## config.mk

```make
export PLATFORM = sky130hd
export DESIGN_NAME = y86_branch_predictor
export DESIGN_NICKNAME = d
export VERILOG_FILES = /design/src/rtl/y86_branch_predictor.sv
export SDC_FILE = /design/constraint.sdc
export NUM_CORES = 1
export LEC_CHECK = 0
export CAP_MARGIN = 10
export CORE_ASPECT_RATIO = 0.5
export CORE_UTILIZATION = 35
export CTS_BUF_LIST = sky130_fd_sc_hd__clkbuf_4
export DETAILED_ROUTE_END_ITERATION = 8
export HOLD_SLACK_MARGIN = 0.02
export MAX_ROUTING_LAYER = met4
export REMOVE_ABC_BUFFERS = 1
export SLEW_MARGIN = 5
export SYNTH_ARGS = -nofsm -noshare
export SYNTH_HDL_FRONTEND = slang
export SYNTH_SLANG_ARGS = --single-unit
```

## constraint.sdc

```tcl
create_clock -name clock -period 12.4 [get_ports clock]
set_clock_uncertainty 0.2 [all_clocks]
set_input_delay 3.1 -clock clock [delete_from_list [all_inputs] [get_ports clock]]
set_output_delay 3.1 -clock clock [all_outputs]
set_load 0.005 [all_outputs]
```

## src/rtl/y86_branch_predictor.sv

```systemverilog
`default_nettype none
// ============================================================================
// y86_branch_predictor : fetch-stage next-PC predictor for the Y86-64 pipeline
// (jXX predictor in three modes, return-address stack, resolution statistics)
// Revision 1.0
// ============================================================================
module y86_branch_predictor #(
  parameter int         PHT_ENTRIES = 64,
  parameter int         RAS_DEPTH   = 8,
  parameter int         MODE        = 2,
  parameter logic [1:0] CTR_INIT    = 2'b01
) (
  input  logic        clock,
  input  logic        reset,
  input  logic        f_valid,
  input  logic [63:0] f_pc,
  input  logic [3:0]  f_icode,
  input  logic [3:0]  f_ifun,
  input  logic [63:0] f_valC,
  input  logic [63:0] f_valP,
  input  logic        upd_valid,
  input  logic [63:0] upd_pc,
  input  logic        upd_taken,
  input  logic        upd_mispred,
  input  logic        squash,
  output logic [63:0] f_predPC,
  output logic        f_pred_taken,
  output logic        ret_pred_valid,
  output logic [31:0] pred_count,
  output logic [31:0] mispred_count
);

  localparam int         IDX      = $clog2(PHT_ENTRIES);
  localparam int         PW       = $clog2(RAS_DEPTH);
  localparam logic [3:0] I_JXX    = 4'h7;
  localparam logic [3:0] I_CALL   = 4'h8;
  localparam logic [3:0] I_RET    = 4'h9;
  localparam logic [PW:0] RAS_FULL = (PW+1)'(RAS_DEPTH);

  logic [1:0]  pht_q [PHT_ENTRIES];
  logic [1:0]  pht_d [PHT_ENTRIES];
  logic [63:0] ras_q [RAS_DEPTH];
  logic [63:0] ras_d [RAS_DEPTH];
  logic [PW-1:0] ras_ptr_q, ras_ptr_d;
  logic [PW:0]   ras_cnt_q, ras_cnt_d;
  logic [31:0]   pred_cnt_q, pred_cnt_d;
  logic [31:0]   mis_cnt_q, mis_cnt_d;

  logic [IDX-1:0] look_idx, upd_idx;
  logic [63:0]    ras_top;
  logic           ras_nonempty, do_push, do_pop, cond_taken;
  logic           unused_pc_bits;

  assign look_idx       = f_pc[IDX-1:0];
  assign upd_idx        = upd_pc[IDX-1:0];
  assign unused_pc_bits = ^{f_pc[63:IDX], upd_pc[63:IDX]};
  // ras_ptr_q names the next free slot, so the top of stack sits one below it
  assign ras_top        = ras_q[ras_ptr_q - 1'b1];
  assign ras_nonempty   = (ras_cnt_q != '0);
  assign do_push        = f_valid && (f_icode == I_CALL);
  assign do_pop         = f_valid && (f_icode == I_RET) && ras_nonempty;

  always_comb begin
    cond_taken = 1'b1;
    if (MODE == 1)      cond_taken = (f_valC < f_valP);
    else if (MODE == 2) cond_taken = pht_q[look_idx][1];
  end

  always_comb begin
    f_predPC       = f_valP;
    f_pred_taken   = 1'b0;
    ret_pred_valid = 1'b0;
    case (f_icode)
      I_JXX: begin
        f_pred_taken = (f_ifun == 4'h0) ? 1'b1 : cond_taken;
        f_predPC     = f_pred_taken ? f_valC : f_valP;
      end
      I_CALL: f_predPC = f_valC;
      I_RET: if (ras_nonempty) begin
        ret_pred_valid = 1'b1;
        f_predPC       = ras_top;
      end
      default: ;
    endcase
  end

  always_comb begin
    pht_d = pht_q;
    if ((MODE == 2) && upd_valid) begin
      if (upd_taken && (pht_q[upd_idx] != 2'b11))
        pht_d[upd_idx] = pht_q[upd_idx] + 2'b01;
      else if (!upd_taken && (pht_q[upd_idx] != 2'b00))
        pht_d[upd_idx] = pht_q[upd_idx] - 2'b01;
    end
  end

  // Squash discards the whole speculative stack, overriding any push/pop
  always_comb begin
    ras_d     = ras_q;
    ras_ptr_d = ras_ptr_q;
    ras_cnt_d = ras_cnt_q;
    if (squash) begin
      ras_ptr_d = '0;
      ras_cnt_d = '0;
    end else if (do_push) begin
      ras_d[ras_ptr_q] = f_valP;
      ras_ptr_d        = ras_ptr_q + 1'b1;
      ras_cnt_d        = (ras_cnt_q == RAS_FULL) ? RAS_FULL : ras_cnt_q + 1'b1;
    end else if (do_pop) begin
      ras_ptr_d = ras_ptr_q - 1'b1;
      ras_cnt_d = ras_cnt_q - 1'b1;
    end
  end

  always_comb begin
    pred_cnt_d = pred_cnt_q;
    mis_cnt_d  = mis_cnt_q;
    if (upd_valid) begin
      if (pred_cnt_q != 32'hFFFF_FFFF) pred_cnt_d = pred_cnt_q + 32'd1;
      if (upd_mispred && (mis_cnt_q != 32'hFFFF_FFFF)) mis_cnt_d = mis_cnt_q + 32'd1;
    end
  end

  always_ff @(posedge clock) begin
    if (reset) begin
      for (int i = 0; i < PHT_ENTRIES; i++) pht_q[i] <= CTR_INIT;
      ras_ptr_q  <= '0;
      ras_cnt_q  <= '0;
      pred_cnt_q <= '0;
      mis_cnt_q  <= '0;
    end else begin
      pht_q      <= pht_d;
      ras_ptr_q  <= ras_ptr_d;
      ras_cnt_q  <= ras_cnt_d;
      pred_cnt_q <= pred_cnt_d;
      mis_cnt_q  <= mis_cnt_d;
    end
  end

  // Stack contents need no reset: they are only read while the count is non-zero
  always_ff @(posedge clock) begin
    ras_q <= ras_d;
  end

  assign pred_count    = pred_cnt_q;
  assign mispred_count = mis_cnt_q;

endmodule
`default_nettype wire

```

; ---- After elaboration in Yosys (flattened, before gate mapping)
; Cells that the tools add are included.
[word_totals]
n_memories = 0
ramBits = 0
latch_bits = 0
rom_bits = 0
reg_bits = 711
in_bits = 271
[op_classes]
bitwise_logic = 5
n_mux = 30
shift = 0
multipliers = 0
div = 0
addsub = 8
magnitude_cmp = 6
eq_ne = 7
reduce_logical = 19
[ops]
columns = op, count
row1 = $bwmux 512, 1
row2 = $mux 64, 5
row3 = $bwmux 128, 2
row4 = $mux 128, 2
row5 = $bmux 64 s3, 1
row6 = $demux 64 s3, 1
row7 = $pmux 64 s3, 1
row8 = $add 32x1->32 const B, 2
row9 = $ne 32x32->1 const B, 2
row10 = $bmux 2 s6, 2
row11 = $ge 7x7->1 const B, 2
row12 = $not 6->7, 2
row13 = $demux 2 s6, 1
row14 = $eq 4x4->1 const B, 3
row15 = $mux 4, 3
row16 = $mux 2, 5
row17 = $ge 4x4->1 const B, 2
row18 = $logic_and 1x1->1, 8
row19 = $not 3->4, 2
row20 = $reduce_and 2->1, 4
row21 = $lt 7x1->1 const B, 1
row22 = $mux 3, 2
row23 = $reduce_bool 2->1, 3
row24 = $add 4x1->4 const B, 1
row25 = other kinds (14), 17

; ---- Logic depth before layout (Yosys ltp)
[depth]
depth_word = 8
depth_mapped = 17
depth_no_buf = 13

; ---- Worst setup path after synthesis
; Ideal clock, no wire load.
[synth_path]
kind = input-to-reg
from = input port f_icode[1]
to = register ras_q[448] (netlist name), enable pin
stages = 7
n_path_buf = 3
setup_ns = 0.644
t_required_ns = 11.556
path_slack_ns = 0.976
arrival_time_ns = 10.580
cell_sequence = or3b_2 buf_2 clkbuf_1 nor2_1 buf_2 nand2_1 nor4_1
[synth_via]
elab_chain_cells = 3
[synth_lines]
columns = element, line
row1 = from (decl), 17  ; input logic [3:0] f_icode,
row2 = $eq 4x4->1, 60  ; assign do_push = f_valid && (f_icode == I_CALL);
row3 = $logic_and 1x1->1, 60
row4 = $reduce_and 2->1 (no source line), -
row5 = to (signal assigned), 142  ; ras_q <= ras_d;
row6 = to (decl), 42  ; logic [63:0] ras_q [RAS_DEPTH];
; No other way between the ends.
; A chain may end at the register's enable or synchronous reset.

; ---- Final worst setup path
[layout_path]
from = input port f_pc[1]
to = output port f_predPC[55]
[layout_via]
elab_chain_cells = 7
[layout_lines]
columns = element, line
row1 = from (decl), 16  ; input logic [63:0] f_pc,
row2 = $not 6->7 (implied by the code), 66  ; else if (MODE == 2) cond_taken = pht_q[look_idx][1];
row3 = $bmux 2 s6, 66
row4 = $mux 2 (implied by the code) (2 in series), 66
row5 = $mux 1, 75  ; f_pred_taken = (f_ifun == 4'h0) ? 1'b1 : cond_taken;
row6 = $mux 64, 76  ; f_predPC = f_pred_taken ? f_valC : f_valP;
row7 = $pmux 64 s3, 73  ; case (f_icode)
row8 = to (decl), 26  ; output logic [63:0] f_predPC,
; No other way between the ends. The select of a mux whose other input is x is not followed.

==> metrics <==
CTS buffer count 171; sequential-to-total area share from yosys stat 0.5803; Routed WL about 90000 um; DRT iter0 DRCs 2016; Max FO, Critical Path 47; TritonRoute pass-1 iters 6; Pins Over Slew Limit 0; H-tree Lvls 4; setup_tns 0 ns; Synth area leader edfxtp_1; crit path buf inv count 4; P per Cell Area between 100 and 150 nW/um2; ANT nets after route 0; Initial Util 0.3560; DR vias/cell 5.521; Crit Path Category primary input to output pin; CP top delay family buffers and inverters; DRC 0; hold slack slightly below 0.3 ns; largest net degree at the start of global routing 76; mapped cell area 33360 um2; top cell type's share of synthesized area 0.4609; crit end category output pin; Post-CTS Setup Inserts 0; HP Class register to register; Final Cycle Share 0.8688; setup ws final 1.627 ns; synthesized netlist cell count ~2700; leakage between 10 and 15 nW; TritonCTS clock tree yes; Wirelength per Cell 20.44 um; Synth Flop Type edfxtp_1; Clock Path Buffers 3; ranking of synthesized cells by area edfxtp_1 (46%), dfxtp_1 (12%), mux4_2 (10%); synth warn 0; Area growth, synth to finish 18.69%; asr flop ratio synth 0; clock root cell clkbuf_4; max cap viols 0; most common cell after layout, fill and taps aside edfxtp_1; Period minus WS final 10.77 ns; Port-buffer cells 284; RSZ-0062 raised after global routing no; status finished clean; cts hold-fix bufs 0; GRT Total Usage 0.1881; Clock transition at path regs 0.06 ns; gpl congestion 0.8380; Final nets 3282; CTS resizes 0; full die area between 90000 and 100000 um2; largest stage delay on the critical path ~0.83 ns; Final Setup Violations 0; Startpoint Class primary input; total power 4.856 mW; pre-CTS WS about 1.6 ns; Vias 24230; synthesized area per cell 12.35 um2; WP data required 9.10 ns; worst path cell trace clkdlybuf4s50_1 -> buf_4 -> mux4_2 -> mux2_2 -> a21oi_4 -> and3_1 -> nand2_2 -> buf_4 -> a31oi_1 -> clkdlybuf4s50_1; vias in the first global route 24160; initial antenna violation count 3; # IOs 401; DP Wirelength 51760 um; FP Rows 79; Synth Register Bits 711; Core ar. roughly 94000 um2; Fin. Hold Viols 0; first-pass GRT wire length approximately 140000 um; grt total ovfl 0; later-pin clock latency in the skew report 1.02 ns; Max Freq around 0.093 GHz; Cell variety after synth 77; most frequent cells in the layout edfxtp_1 (512), clkdlybuf4s50_1 (281), nor2_1 (276); VDD IR-drop max 0.06277 mV; crit path max-delay cell type clkdlybuf4s50_1; die width 438.6 um; clk sinks roughly 710; Die Y 220.3 um; Post-synth EDFFs 512; crit path DAT 7.47 ns; Worst Tran Pin Value 1.241 ns; Worst slew margin 0.1695; fraction of layout cells with a size suffix above 1 0.1666
==> synthesized netlist by cell type (10+ instances only) <==
cell	number
edfxtp_1	512
nor2_1	281
dfxtp_1	199
a21oi_1	184
nand2_1	175
o21ai_0	153
mux4_2	151
clkbuf_1	148
nor2b_1	106
mux2i_1	90
nand4_1	86
o211ai_1	67
a31oi_1	64
o22a_1	64
nor3_1	44
buf_2	41
a211o_1	33
xor2_1	31
nand3_1	29
xnor2_1	25
inv_1	19
mux2_2	18
and3_1	15
o22ai_1	12
a22oi_1	11
or3_1	10
==> logic make-up after synthesis <==
family / Yosys count / share of synthesized area
AOI/OAI and AO/OA: 638 / 0.1218
xor gates and xnor gates: 56 / 0.01470
adders and majority gates: 8 / 0.003001
buffers and inverters: 220 / 0.02730
DFF: 711 / 0.5803
muxes: 260 / 0.1354
and+or+nand+nor: 809 / 0.1176
==> flip-flops by register name (all words and copies together), names as in the netlist, named ones only <==
register,count
mispred_count,32
pht_q,64
pred_count,32
ras_cnt_q,4
ras_ptr_q,3
ras_q,512
==> stage by stage <==
stage          area, um2  utilization  instances
2_1_floorplan      32520            -       2502
3_3_place_gp       37410       0.3992       4085
3_5_place_dp       37410       0.3992       4085
4_1_cts            39580       0.4224       4382
5_1_grt            39590       0.4225       4387
6_report           39600       0.4226       4388
==> worst paths after layout <==
check                         startpoint                endpoint  slack [ns]  depth (start not counted)
setup / recovery                 f_pc[1]            f_predPC[55]        1.63                         10
setup reg to reg                register                register        7.91                         13
hold reg to reg   pht_q[27]$_SDFFE_PP0P_  pht_q[27]$_SDFFE_PP0P_        0.29                          2
hold / removal    pht_q[27]$_SDFFE_PP0P_  pht_q[27]$_SDFFE_PP0P_        0.29                          2
==> final cells by class <==
cell class / count / area, um2
fillers: 8823 / 54110
flip-flops and latches: 711 / 19360
multi-input cells: 1771 / 13240
repair buffers: 328 / 3164
clock buffers: 250 / 1877
well taps: 1255 / 1570
clock inverters: 47 / 292.8
inverters: 20 / 75.07
diodes: 6 / 15.01
==> power breakdown <==
part	internal [mW]	switching [mW]	total (mW)
clock network	0.973	0.953	1.93
registers	2.55	0.00400	2.55
logic	0.163	0.216	0.379
total	3.68	1.17	4.86
==> worst min-delay path, stage by stage (launching register included) <==
cell	delay, ns
dfxtp_1	0.31
o21ai_0	0.07
a21oi_1	0.06
==> per-layer routing <==
layer  wire length, um  GRT usage  part of all wire
met1             38130     0.2304              0.43
met2             44870     0.3121              0.50
met3              4596    0.03239             0.051
met4              2065    0.07236             0.023
met5                 0          -                 0
Note: power is estimated with default switching activity, not from simulation.
